File: src/rtl/console_detect.sv
// Power-on console probe: grounds CIRAM /CE and /A13 for a while, votes PPU A13 against /A13
// to spot consoles that decode CIRAM themselves, and classifies the video region by frame period.
module console_detect #(
  parameter int unsigned INIT_CYCLES  = 15,
  parameter int unsigned SAMPLES      = 2,
  parameter int unsigned MISMATCH_MIN = 1,
  parameter int unsigned FRAME_W      = 17,
  parameter int unsigned NTSC_MAX     = 31000,
  parameter int unsigned PAL_MAX      = 34400
) (
  input  logic       m2,
  input  logic       rst_n,
  input  logic       ppu_rd_evt,
  input  logic       ppu_a13,
  input  logic       ppu_not_a13,
  input  logic       frame_evt,
  output logic       init_active,
  output logic       detect_done,
  output logic       new_dendy,
  output logic [1:0] region,
  output logic       region_valid
);

  typedef enum logic [1:0] {StInit, StVote, StDone} state_e;

  localparam logic [7:0]         InitLoad = 8'(INIT_CYCLES - 1);
  localparam logic [3:0]         SampFull = 4'(SAMPLES);
  localparam logic [FRAME_W-1:0] FrameMax = '1;

  state_e             state_q;
  logic [7:0]         init_cnt_q;
  logic [3:0]         lo_cnt_q, hi_cnt_q;
  logic [4:0]         mis_cnt_q;
  logic [FRAME_W-1:0] frame_cnt_q;
  logic               frame_seen_q;

  logic               bucket_open, sample_mis, take;
  logic [3:0]         lo_cnt_d, hi_cnt_d;
  logic [4:0]         mis_cnt_d;
  logic               vote_close;
  logic [1:0]         frame_cls;

  // A read only counts while its level bucket still has room; full-bucket reads are dropped.
  always_comb begin
    bucket_open = ppu_a13 ? (hi_cnt_q != SampFull) : (lo_cnt_q != SampFull);
    sample_mis  = (ppu_not_a13 == ppu_a13);
    take        = (state_q == StVote) && ppu_rd_evt && bucket_open;
    lo_cnt_d    = lo_cnt_q + {3'b000, take & ~ppu_a13};
    hi_cnt_d    = hi_cnt_q + {3'b000, take & ppu_a13};
    mis_cnt_d   = mis_cnt_q + {4'b0000, take & sample_mis & (mis_cnt_q != 5'h1f)};
    vote_close  = take && (lo_cnt_d == SampFull) && (hi_cnt_d == SampFull);
  end

  // A saturated counter means the period is unknown rather than very long.
  always_comb begin
    if (frame_cnt_q == FrameMax) begin
      frame_cls = 2'b11;
    end else if (32'(frame_cnt_q) <= NTSC_MAX) begin
      frame_cls = 2'b00;
    end else if (32'(frame_cnt_q) <= PAL_MAX) begin
      frame_cls = 2'b01;
    end else begin
      frame_cls = 2'b10;
    end
  end

  always_ff @(posedge m2) begin
    if (!rst_n) begin
      state_q      <= StInit;
      init_cnt_q   <= InitLoad;
      lo_cnt_q     <= '0;
      hi_cnt_q     <= '0;
      mis_cnt_q    <= '0;
      frame_cnt_q  <= '0;
      frame_seen_q <= 1'b0;
      init_active  <= 1'b1;
      detect_done  <= 1'b0;
      new_dendy    <= 1'b0;
      region       <= 2'b11;
      region_valid <= 1'b0;
    end else begin
      unique case (state_q)
        StInit: begin
          if (init_cnt_q == 8'd0) begin
            state_q     <= StVote;
            init_active <= 1'b0;
          end else begin
            init_cnt_q <= init_cnt_q - 8'd1;
          end
        end
        StVote: begin
          lo_cnt_q  <= lo_cnt_d;
          hi_cnt_q  <= hi_cnt_d;
          mis_cnt_q <= mis_cnt_d;
          if (vote_close) begin
            state_q     <= StDone;
            detect_done <= 1'b1;
            new_dendy   <= (32'(mis_cnt_d) >= MISMATCH_MIN);
          end
        end
        StDone: state_q <= StDone;
        default: state_q <= StInit;
      endcase

      // The first frame pulse only opens the measurement window.
      if (state_q != StInit) begin
        if (frame_evt) begin
          frame_cnt_q  <= '0;
          frame_seen_q <= 1'b1;
          if (frame_seen_q) begin
            region       <= frame_cls;
            region_valid <= (frame_cls == region) && (frame_cls != 2'b11);
          end
        end else if (frame_cnt_q != FrameMax) begin
          frame_cnt_q <= frame_cnt_q + 1'b1;
        end
      end
    end
  end

endmodule
File: config.mk
export PLATFORM = sky130hd
export DESIGN_NAME = console_detect
export DESIGN_NICKNAME = d
export VERILOG_FILES = /design/src/rtl/console_detect.sv
export SDC_FILE = /design/constraint.sdc
export NUM_CORES = 1
export LEC_CHECK = 0
export BUFFER_PORTS_ARGS = -buffer_cell sky130_fd_sc_hd__buf_2
export CAP_MARGIN = 10
export CORE_ASPECT_RATIO = 1.75
export CORE_UTILIZATION = 30
export DETAILED_ROUTE_END_ITERATION = 16
export PLACE_DENSITY_LB_ADDON = 0.12
export SETUP_SLACK_MARGIN = 0.4
export SYNTH_ARGS = -nofsm -noshare
export SYNTH_HDL_FRONTEND = slang
export SYNTH_SLANG_ARGS = --single-unit
File: constraint.sdc
create_clock -name m2 -period 8.3 [get_ports m2]
set_clock_uncertainty 0.15 [all_clocks]
set_input_delay 1.66 -clock m2 [delete_from_list [all_inputs] [get_ports m2]]
set_output_delay 1.66 -clock m2 [all_outputs]
set_load 0.01 [all_outputs]
==> results of run 1 <==
[report_power, final]
part	internal, mW	switching, mW	leakage [nW]
clock	0.113	0.0927	0.0664
sequential	0.227	0.00143	0.379
combinational	0.00486	0.00866	0.594
[registers in the layout, indices dropped and copies added, names as in the netlist]
name	count
state_q	2
mis_cnt_q	5
init_cnt_q	8
region_valid	1
region	2
new_dendy	1
init_active	1
detect_done	1
frame_cnt_q	17
lo_cnt_q	4
frame_seen_q	1
hi_cnt_q	4
[cells by family (layout without fill, tap and decap cells)]
family	after synthesis	count (layout)
AOI/OAI and AO/OA	42	42
and+or+nand+nor	126	126
xor gates and xnor gates	28	28
DFF	47	47
muxes	7	7
adders and majority gates	14	14
buffers and inverters	19	29
[placed cells by master, fill, tap and decap left out, types with 3 or more instances in the layout]
cell / Yosys / final
dfxtp_1: 47 / 47
nor2_1: 44 / 44
nand2_1: 22 / 22
xor2_1: 21 / 21
ha_1: 14 / 14
buf_2: 1 / 11
inv_1: 10 / 10
o21ai_0: 10 / 10
a21oi_1: 10 / 10
nand4_1: 9 / 9
nand3_1: 9 / 9
nor3_1: 8 / 8
xnor2_1: 7 / 7
mux2i_1: 6 / 6
clkbuf_16: 0 / 5
nor2b_1: 4 / 4
and3_1: 4 / 4
o211ai_1: 4 / 4
nor3b_1: 3 / 3
nor4_1: 3 / 3
or3_1: 3 / 3
[metal layers]
metal | track usage | up-vias | share of wire
met1 | 0.1315 | 920 | 0.41
met5 | 0 | - | 0
met4 | 0.06000 | 0 | 0.023
li1 | - | 1016 | -
met3 | 0.02564 | 9 | 0.022
met2 | 0.2536 | 19 | 0.55
[cell type report]
cell class | count | area (µm²) | area share
Clock buffer | 5 | 125.1 | 0.04577
Inverter | 10 | 37.54 | 0.01373
Tap cell | 90 | 112.6 | 0.04119
Sequential cell | 47 | 940.9 | 0.3442
Clock inverter | 3 | 23.77 | 0.008696
Timing Repair Buffer | 11 | 55.05 | 0.02014
Multi-Input combinational cell | 217 | 1439 | 0.5263
[worst max-delay path, stage by stage]
cell	delay (ns)
buf_2	0.09
nand2_1	0.09
nor3b_1	0.24
ha_1	0.25
ha_1	0.16
nor4bb_1	0.34
o211ai_1	0.19
o41a_2	0.50
a21oi_1	0.17
o31ai_2	0.07
[synthesized netlist by cell type (2+ instances only)]
| library cell | instances | area [µm²] |
|---|---|---|
| mux2i_1 | 6 | 60.06 |
| o211ai_1 | 4 | 30.03 |
| a31oi_1 | 2 | 12.51 |
| nor2_1 | 44 | 165.2 |
| nor4_1 | 3 | 18.77 |
| xnor2_1 | 7 | 61.31 |
| dfxtp_1 | 47 | 940.9 |
| ha_1 | 14 | 175.2 |
| nor3b_1 | 3 | 22.52 |
| and4_1 | 2 | 17.52 |
| and3_1 | 4 | 25.02 |
| and2_1 | 2 | 12.51 |
| nor3_1 | 8 | 40.04 |
| a211oi_1 | 2 | 15.01 |
| xor2_1 | 21 | 183.9 |
| nand3_1 | 9 | 45.04 |
| nand2_1 | 22 | 82.58 |
| nor2b_1 | 4 | 25.02 |
| a21oi_1 | 10 | 50.05 |
| inv_1 | 10 | 37.54 |
| clkbuf_1 | 7 | 26.28 |
| or3_1 | 3 | 18.77 |
| o21ai_0 | 10 | 50.05 |
| nand4_1 | 9 | 56.30 |
[path summary, 6_finish.rpt]
path	from	slack, ns	cells past startpoint	endpoint
worst max-delay path	ppu_rd_evt	4.56	10	state_q[1]
worst min-delay path	init_active	0.31	2	init_active
worst max register to register	state_q[1]	4.86	11	state_q[1]
worst min register to register	init_active	0.31	2	init_active
[stage by stage]
| stage | util | area, µm² | std cells | total power [mW] | hold slack (ns) |
|---|---|---|---|---|---|
| final | 0.3457 | 2734 | 383 | 0.4476 | 0.3131 |
| after global routing | 0.3457 | 2734 | 383 | 0.4664 | 0.3482 |
| after CTS | 0.3457 | 2734 | 383 | 0.4566 | 0.3180 |
| after detailed placement | 0.3268 | 2585 | 375 | 0.2477 | 0.3052 |
| after global placement | 0.3268 | 2585 | 375 | 0.2478 | 0.3013 |
| after floorplan | - | 2460 | 283 | 0.2431 | 0.3039 |
==> flow_summary.ini, run 1 <==
[outcome]
status = finished, final reports clean

[drt]
drc = 0
routed_wl_um = 5057
wire_per_inst_um = 13.20
ant_nets = 0
viasPerCell = 5.128
firstDrtPassIters = 4
vias = 1964
initialDrtViolationCount = 73

[grt]
grt_start_max_net_pins = 25
grt_pass1_vias = 1998
grt_overflow = 0
antenna_found_initial = 0
grt_pass1_wl_um = 8949
grtUsageTotal = 0.1313

[yosys]
synth_compound_area_frac = 0.1165
yosys.area_share.simple = 0.2640
synth.distinct_cells = 54
syn_inst = 283
synthMuxAreaShare = 0.03357
synth_ff_type = dfxtp_1
synth-xor-area-share = 0.09969
synth_top_family_by_area = simple AND/OR/NAND/NOR gates
async_reset_ff_frac = 0
synth.avg_cell_area_um2 = 8.692
synth-edff-count = 0
synth_adder_area_share = 0.07121
synth-seq-cells = 47
ys.warnings.count = 0
synth_area_mm2 = 0.002460
synth_nets = 303
yosysSeqAreaShare = 0.3825

[min_path]
hold_path_class = reg2reg

[die]
dieArea_mm2 = 0.008580
fp.dieH_um = 121.8
fp-row-count = 43
fp.dieW_um = 70.45
start_util = 0.3110
io_pins = 12
core_region_area_mm2 = 0.007909

[place]
hpwl_um = 3673
io_buffers = 11
gp_congestion = 0.7684
preCtsSetupSlack_ns = 4.251

[run]
cap_violations = 0

[sta]
min_period_ns = 3.741
setup_slack_ns = 4.559
maxSlewHeadroom = 0.4461
rsz0062_at_grt = false
worstMarginPinSlew_ns = 0.8300
finalHoldViolCount = 0
tns_ns = 0
finalSetupViolations = 0
post-route-period-util = 0.4507
slew_violations = 0
fmaxAchievable_mhz = 267.3

[critical_path]
cp.arrival_ns = 3.75
path_max_fanout = 4
critical_path_required_ns = 8.30
critPathCaptureType = register
crit_path_start_kind = input pin
path_class = in2reg

[clock_tree]
ctsResizeCount = 0
clk_path_buf_depth = 2
tritoncts = yes
worstSkewPairLatency_ns = 0.29
cts_setup_buffers = 0
clkSlewWorstSetupHoldPaths_ns = 0.07
hold_buffers = 0
clockRootBuffer = clkbuf_16
cts_made_buffers = 5
cts_sinks = 47
cts_max_level = 2

[pwr]
vdd_drop_max_uv = 99.88
power_density_mw_per_mm2 = 163.7
leakagePower_nw = 1.040

[final_layout]
finalNetCount = 312
area_delta_synth_final_pct = 11.14
final_layout_size_suffix_gt1_frac = 0.09898
fillers = 821
antenna_cells = 0
No activity file was read; power rests on OpenSTA's default activity.
==> inputs of run 2 (changes only) <==
==> constraint.sdc (replaced) <==
create_clock -name m2 -period 3.7 [get_ports m2]
set_clock_uncertainty 0.15 [all_clocks]
set_input_delay 0.74 -clock m2 [delete_from_list [all_inputs] [get_ports m2]]
set_output_delay 0.74 -clock m2 [all_outputs]
set_load 0.01 [all_outputs]
==> run 2 against run 1 <==
  * Utilization increased by 0.19 points
  * Critical endpoint is now state_q[0]
  * Via count decreased by 2.0%
  * First-iteration DRC count down 14%
  * Combinational power increased by 130%
  * Highest routed layer unchanged
  * Largest power group unchanged
  * Non-clock buffer count is 1 higher
  * Largest cell class unchanged
  * Worst setup slack worse by 4.0 ns
  * Register-to-register slack got worse by 4.3 ns
  * Total power rose by 120%
==> flow_summary.ini, run 2 (synthesized netlist as in run 1, its figures left out) <==
[place]
io_buffers = 11
gp_congestion = 0.7170
preCtsSetupSlack_ns = 0.5351
dp.cells = 376
hpwl_um = 3817

[sta]
post-route-period-util = 0.8426
maxSlewHeadroom = 0.4413
rsz0062_at_grt = false
fmaxAchievable_mhz = 320.7
slew_violations = 0
tns_ns = 0
worstMarginPinSlew_ns = 0.8372
finalHoldViolCount = 0
setup_slack_ns = 0.5823
min_period_ns = 3.118
finalSetupViolations = 0

[min_path]
hold_path_class = reg2reg

[drt]
viasPerCell = 5.013
wire_per_inst_um = 13.63
routed_wl_um = 5232
initialDrtViolationCount = 63
ant_nets = 0
vias = 1925
drc = 0
firstDrtPassIters = 4

[final_layout]
final_cells = 384
final_layout_size_suffix_gt1_frac = 0.1088
antenna_cells = 0
largest_register_ff_count = 17
finalNetCount = 313
largest_register = frame_cnt_q
final_cell_mix = 47 x dfxtp_1, 44 x nor2_1, 22 x nand2_1, 21 x xor2_1, 14 x ha_1
area_delta_synth_final_pct = 11.75
layout_commonest_cell = dfxtp_1
reg_top3 = frame_cnt_q (17), init_cnt_q (8), mis_cnt_q (5)

[clock_tree]
tritoncts = yes
clockRootBuffer = clkbuf_16
cts_max_level = 2
ctsResizeCount = 0
clkSlewWorstSetupHoldPaths_ns = 0.07
clk_path_buf_depth = 2
cts_sinks = 47
cts_made_buffers = 5
worstSkewPairLatency_ns = 0.29
cts_setup_buffers = 0
hold_buffers = 0

[grt]
antenna_found_initial = 0
grt_pass1_vias = 1927
grt_overflow = 0
grtUsageTotal = 0.1328
grt_start_max_net_pins = 25
grt_pass1_wl_um = 9108

[pwr]
power_density_mw_per_mm2 = 361.6
intPower_mw = 0.7714
leakagePower_nw = 1.053
clkPwrFrac = 0.453
combPwrFrac = 0.031
vdd_drop_max_uv = 273.0
power_switching_mw = 0.2225
netSwitchingFraction = 0.2239
pwr-share-seq = 0.516

[critical_path]
path_class = reg2reg
crit_path_start_kind = register
critPathCaptureType = register
cp.arrival_ns = 3.21
path_max_fanout = 6
critical_path_required_ns = 3.79

[die]
fp.dieH_um = 121.8
start_util = 0.3110
fp-row-count = 43
core_region_area_mm2 = 0.007909
dieArea_mm2 = 0.008580
fp.dieW_um = 70.45
io_pins = 12

[outcome]
status = finished, final reports clean

[run]
cap_violations = 0
-- run 2: layout make-up --
type / instances / area [µm²]
clock buffers: 5 / 125.1
clock inverters: 3 / 18.77
fillers: 810 / 5160
inverters: 10 / 37.54
multi-input cells: 217 / 1451
flip-flops and latches: 47 / 940.9
well taps: 90 / 112.6
repair buffers: 12 / 62.56
-- run 2: power groups by stage --
| stage | Combinational [mW] | Sequential, mW | Clock (mW) |
|---|---|---|---|
| 4_1_cts | 0.0316 | 0.513 | 0.473 |
| 3_5_place_dp | 0.0316 | 0.525 | 0 |
| 2_1_floorplan | 0.0214 | 0.524 | 0 |
| 5_1_grt | 0.0344 | 0.513 | 0.488 |
| 3_3_place_gp | 0.0310 | 0.525 | 0 |
| 6_report | 0.0305 | 0.513 | 0.450 |
-- run 2: final timing paths --
| path | start | to | slack (ns) | cells after the start |
|---|---|---|---|---|
| max | hi_cnt_q[1] | state_q[0] | 0.58 | 10 |
| min | init_active | init_active | 0.31 | 2 |
| max reg2reg | hi_cnt_q[1] | state_q[0] | 0.58 | 10 |
| min reg2reg | init_active | init_active | 0.31 | 2 |
-- run 2: metrics by stage --
| step | utilization | power [mW] | instance area [µm²] | hold WS (ns) |
|---|---|---|---|---|
| 3_5_place_dp | 0.3278 | 0.5563 | 2592 | 0.3060 |
| 4_1_cts | 0.3460 | 1.018 | 2736 | 0.3157 |
| 6_report | 0.3476 | 0.9939 | 2749 | 0.3112 |
| 5_1_grt | 0.3476 | 1.036 | 2749 | 0.3360 |
| 2_1_floorplan | - | 0.5453 | 2460 | 0.3039 |
| 3_3_place_gp | 0.3278 | 0.5556 | 2592 | 0.3029 |
-- run 2: per-layer routing --
| layer | vias up | track usage | part of all wire | wire length, µm |
|---|---|---|---|---|
| li1 | 1018 | - | - | - |
| met1 | 888 | 0.1423 | 0.43 | 2243 |
| met2 | 12 | 0.2524 | 0.54 | 2820 |
| met3 | 7 | 0.02481 | 0.016 | 84 |
| met4 | 0 | 0.04875 | 0.016 | 85 |
| met5 | - | 0 | 0 | 0 |
-- run 2: worst max-delay path, stage by stage (launching register included) --
cell      delay (ns)
dfxtp_1         0.40
or4b_2          0.68
nand2_1         0.10
nor2_1          0.04
ha_1            0.22
ha_1            0.30
nor4bb_2        0.20
o211ai_1        0.16
o41a_2          0.49
o21ai_0         0.16
o211a_1         0.16
==> inputs of run 3 (changes only) <==
--- a/config.mk
+++ b/config.mk
@@ -5,6 +5,7 @@
 export SDC_FILE = /design/constraint.sdc
 export NUM_CORES = 1
 export LEC_CHECK = 0
+export ABC_AREA = 1
 export BUFFER_PORTS_ARGS = -buffer_cell sky130_fd_sc_hd__buf_2
 export CAP_MARGIN = 10
 export CORE_ASPECT_RATIO = 1.75
==> constraint.sdc (replaced) <==
create_clock -name m2 -period 2.84 [get_ports m2]
set_clock_uncertainty 0.15 [all_clocks]
set_input_delay 0.568 -clock m2 [delete_from_list [all_inputs] [get_ports m2]]
set_output_delay 0.568 -clock m2 [all_outputs]
set_load 0.01 [all_outputs]
==> run 3 against run 2 <==
  * Maximum frequency is 28% higher
  * Critical endpoint is now new_dendy
  * Largest power group unchanged
  * Highest routed layer unchanged
  * Sequential power is 39% higher
  * Final cell count is 35% higher
  * Routed wire length is 25% higher
  * Synthesized area is 5.1% higher
  * Worst setup slack worse by 0.17 ns
  * Clock power is 25% higher
==> flow_summary.ini, run 3 <==
[sta]
finalSetupViolations = 0
fmaxAchievable_mhz = 412.1
tns_ns = 0
finalHoldViolCount = 0
worstMarginPinSlew_ns = 0.3475
rsz0062_at_grt = true
setup_slack_ns = 0.4132
maxSlewHeadroom = 0.7681
slew_violations = 0
post-route-period-util = 0.8545
min_period_ns = 2.427

[drt]
viasPerCell = 4.519
routed_wl_um = 6555
drc = 0
initialDrtViolationCount = 69
wire_per_inst_um = 12.61
firstDrtPassIters = 6
vias = 2350
ant_nets = 0

[yosys]
synth_most_common_cell = nand2_1
synth_top_cells_by_count = 65 x nand2_1, 59 x inv_1, 47 x dfxtp_1
synth_nets = 386
synth-seq-cells = 47
ys.warnings.count = 0
async_reset_ff_frac = 0
syn_inst = 366
synth.area.top_cells = dfxtp_1 36%, nand2_1 9.4%, inv_1 8.6%
yosysSeqAreaShare = 0.3640
synth-edff-count = 0
synth.distinct_cells = 34
netlist.area_leader.share = 0.3640
synth_area_mm2 = 0.002585
netlist.top_cell.by_area = dfxtp_1
synth_ff_type = dfxtp_1
synth.avg_cell_area_um2 = 7.063

[clock_tree]
clkSlewWorstSetupHoldPaths_ns = 0.07
cts_made_buffers = 5
hold_buffers = 0
cts_sinks = 47
cts_max_level = 2
clockRootBuffer = clkbuf_16
tritoncts = yes
worstSkewPairLatency_ns = 0.29
clk_path_buf_depth = 2

[pwr]
power_density_mw_per_mm2 = 440.0
leakagePower_nw = 1.549
p_total_mw = 1.473
vdd_drop_max_uv = 248.2

[run]
cap_violations = 0

[final_layout]
final_layout_size_suffix_gt1_frac = 0.2593
final_cell_mix = 59 x nand2_1, 54 x inv_1, 42 x nor2_1, 40 x dfxtp_1, 27 x a21oi_1
largest_register_ff_count = 17
largest_register = frame_cnt_q
reg_top3 = frame_cnt_q (17), init_cnt_q (8), mis_cnt_q (5)
area_delta_synth_final_pct = 29.48
fin_util = 0.4026
seq_area_um2 = 949.7
finalNetCount = 426
antenna_cells = 0
layout_commonest_cell = nand2_1
multi_input_area_mm2 = 0.001590
fillers = 866
fin_area_mm2 = 0.003347

[place]
place_area_mm2 = 0.002808
preCtsSetupSlack_ns = 0.09983
gp_congestion = 0.7894
hpwl_um = 4708
io_buffers = 11

[min_path]
hold_path_class = reg2reg

[die]
start_util = 0.3110
fp-row-count = 44
io_pins = 12
fp.dieW_um = 72.17
core_region_area_mm2 = 0.008313
fp.dieH_um = 124.8
dieArea_mm2 = 0.009006

[grt]
grt_start_max_net_pins = 21
grt_overflow = 0
grtUsageTotal = 0.1544
antenna_found_initial = 0
grt_pass1_wl_um = 10650
grt_pass1_vias = 2315

[outcome]
status = finished, final reports clean

[critical_path]
path_max_fanout = 4
cp.arrival_ns = 2.45
critical_path_required_ns = 2.86
critPathCaptureType = register
crit_path_start_kind = register
path_class = reg2reg
[run 3: changes by cell type after synthesis, sizes merged, moves of 3 or more]
cell   delta
a21oi    +19
or3       -3
o21ai    +15
xor2     -13
xnor2     -5
inv      +53
nor3      -3
nor2b     -4
nor2      +4
and4      -3
nand2    +50
mux2i     -7
nand3    +16
nand4     -6
[run 3: cells by family after synthesis]
kind of cell / after synthesis / synth area share
simple gates: 160 / 0.2899
buf+inv: 70 / 0.1046
compound gates: 65 / 0.1399
flops: 47 / 0.3640
fa+ha+maj: 14 / 0.06776
xor+xnor: 10 / 0.03388
[run 3: layer usage]
metal | up-vias | part of all wire | track usage
li1 | 1252 | - | -
met1 | 1058 | 0.38 | 0.1471
met2 | 24 | 0.56 | 0.2952
met3 | 16 | 0.019 | 0.02751
met4 | 0 | 0.038 | 0.08535
met5 | - | 0 | 0
[run 3: worst max-delay path, cell delays in order (launching register included)]
cell	delay, ns
dfxtp_2	0.36
nor2_1	0.15
nand4_1	0.12
and3_4	0.22
inv_4	0.07
nor2_4	0.04
ha_4	0.16
ha_4	0.18
xnor2_4	0.17
nand3_2	0.09
nor2_2	0.13
nand3_2	0.15
buf_6	0.15
nor3_2	0.10
a211oi_1	0.06
[run 3: repair_timing]
action                                 4_1_cts  5_1_grt
setup endpoints to repair                   13       19
pin swaps                                   12       18
endpoints found under the hold margin        0        0
setup buffers                               16        6
gates resized for setup                     24       37
[run 3: metrics by stage]
stage	hold WS [ns]	cells
after global routing	0.3433	520
after CTS	0.3151	514
after detailed placement	0.3026	492
after floorplan	0.2891	366
after global placement	0.2995	492
final	0.3101	520
[run 3: final timing paths]
| check | from | endpoint | slack (ns) | cells past startpoint |
|---|---|---|---|---|
| worst max-delay path | lo_cnt_q[2] | new_dendy | 0.41 | 14 |
| worst min-delay path | detect_done | detect_done | 0.31 | 2 |
| worst max register to register | lo_cnt_q[2] | new_dendy | 0.41 | 14 |
| worst min register to register | detect_done | detect_done | 0.31 | 2 |
[run 3: report_power, final]
part,switching (mW),internal (mW)
Clock,0.246,0.317
Sequential,0.0283,0.684
Combinational,0.114,0.0831
[run 3: cell type report]
cell class,instances,area share
well taps,115,0.04299
inverters,63,0.07364
clock buffers,6,0.03850
repair buffers,40,0.08598
flip-flops and latches,47,0.2837
multi-input cells,249,0.4751
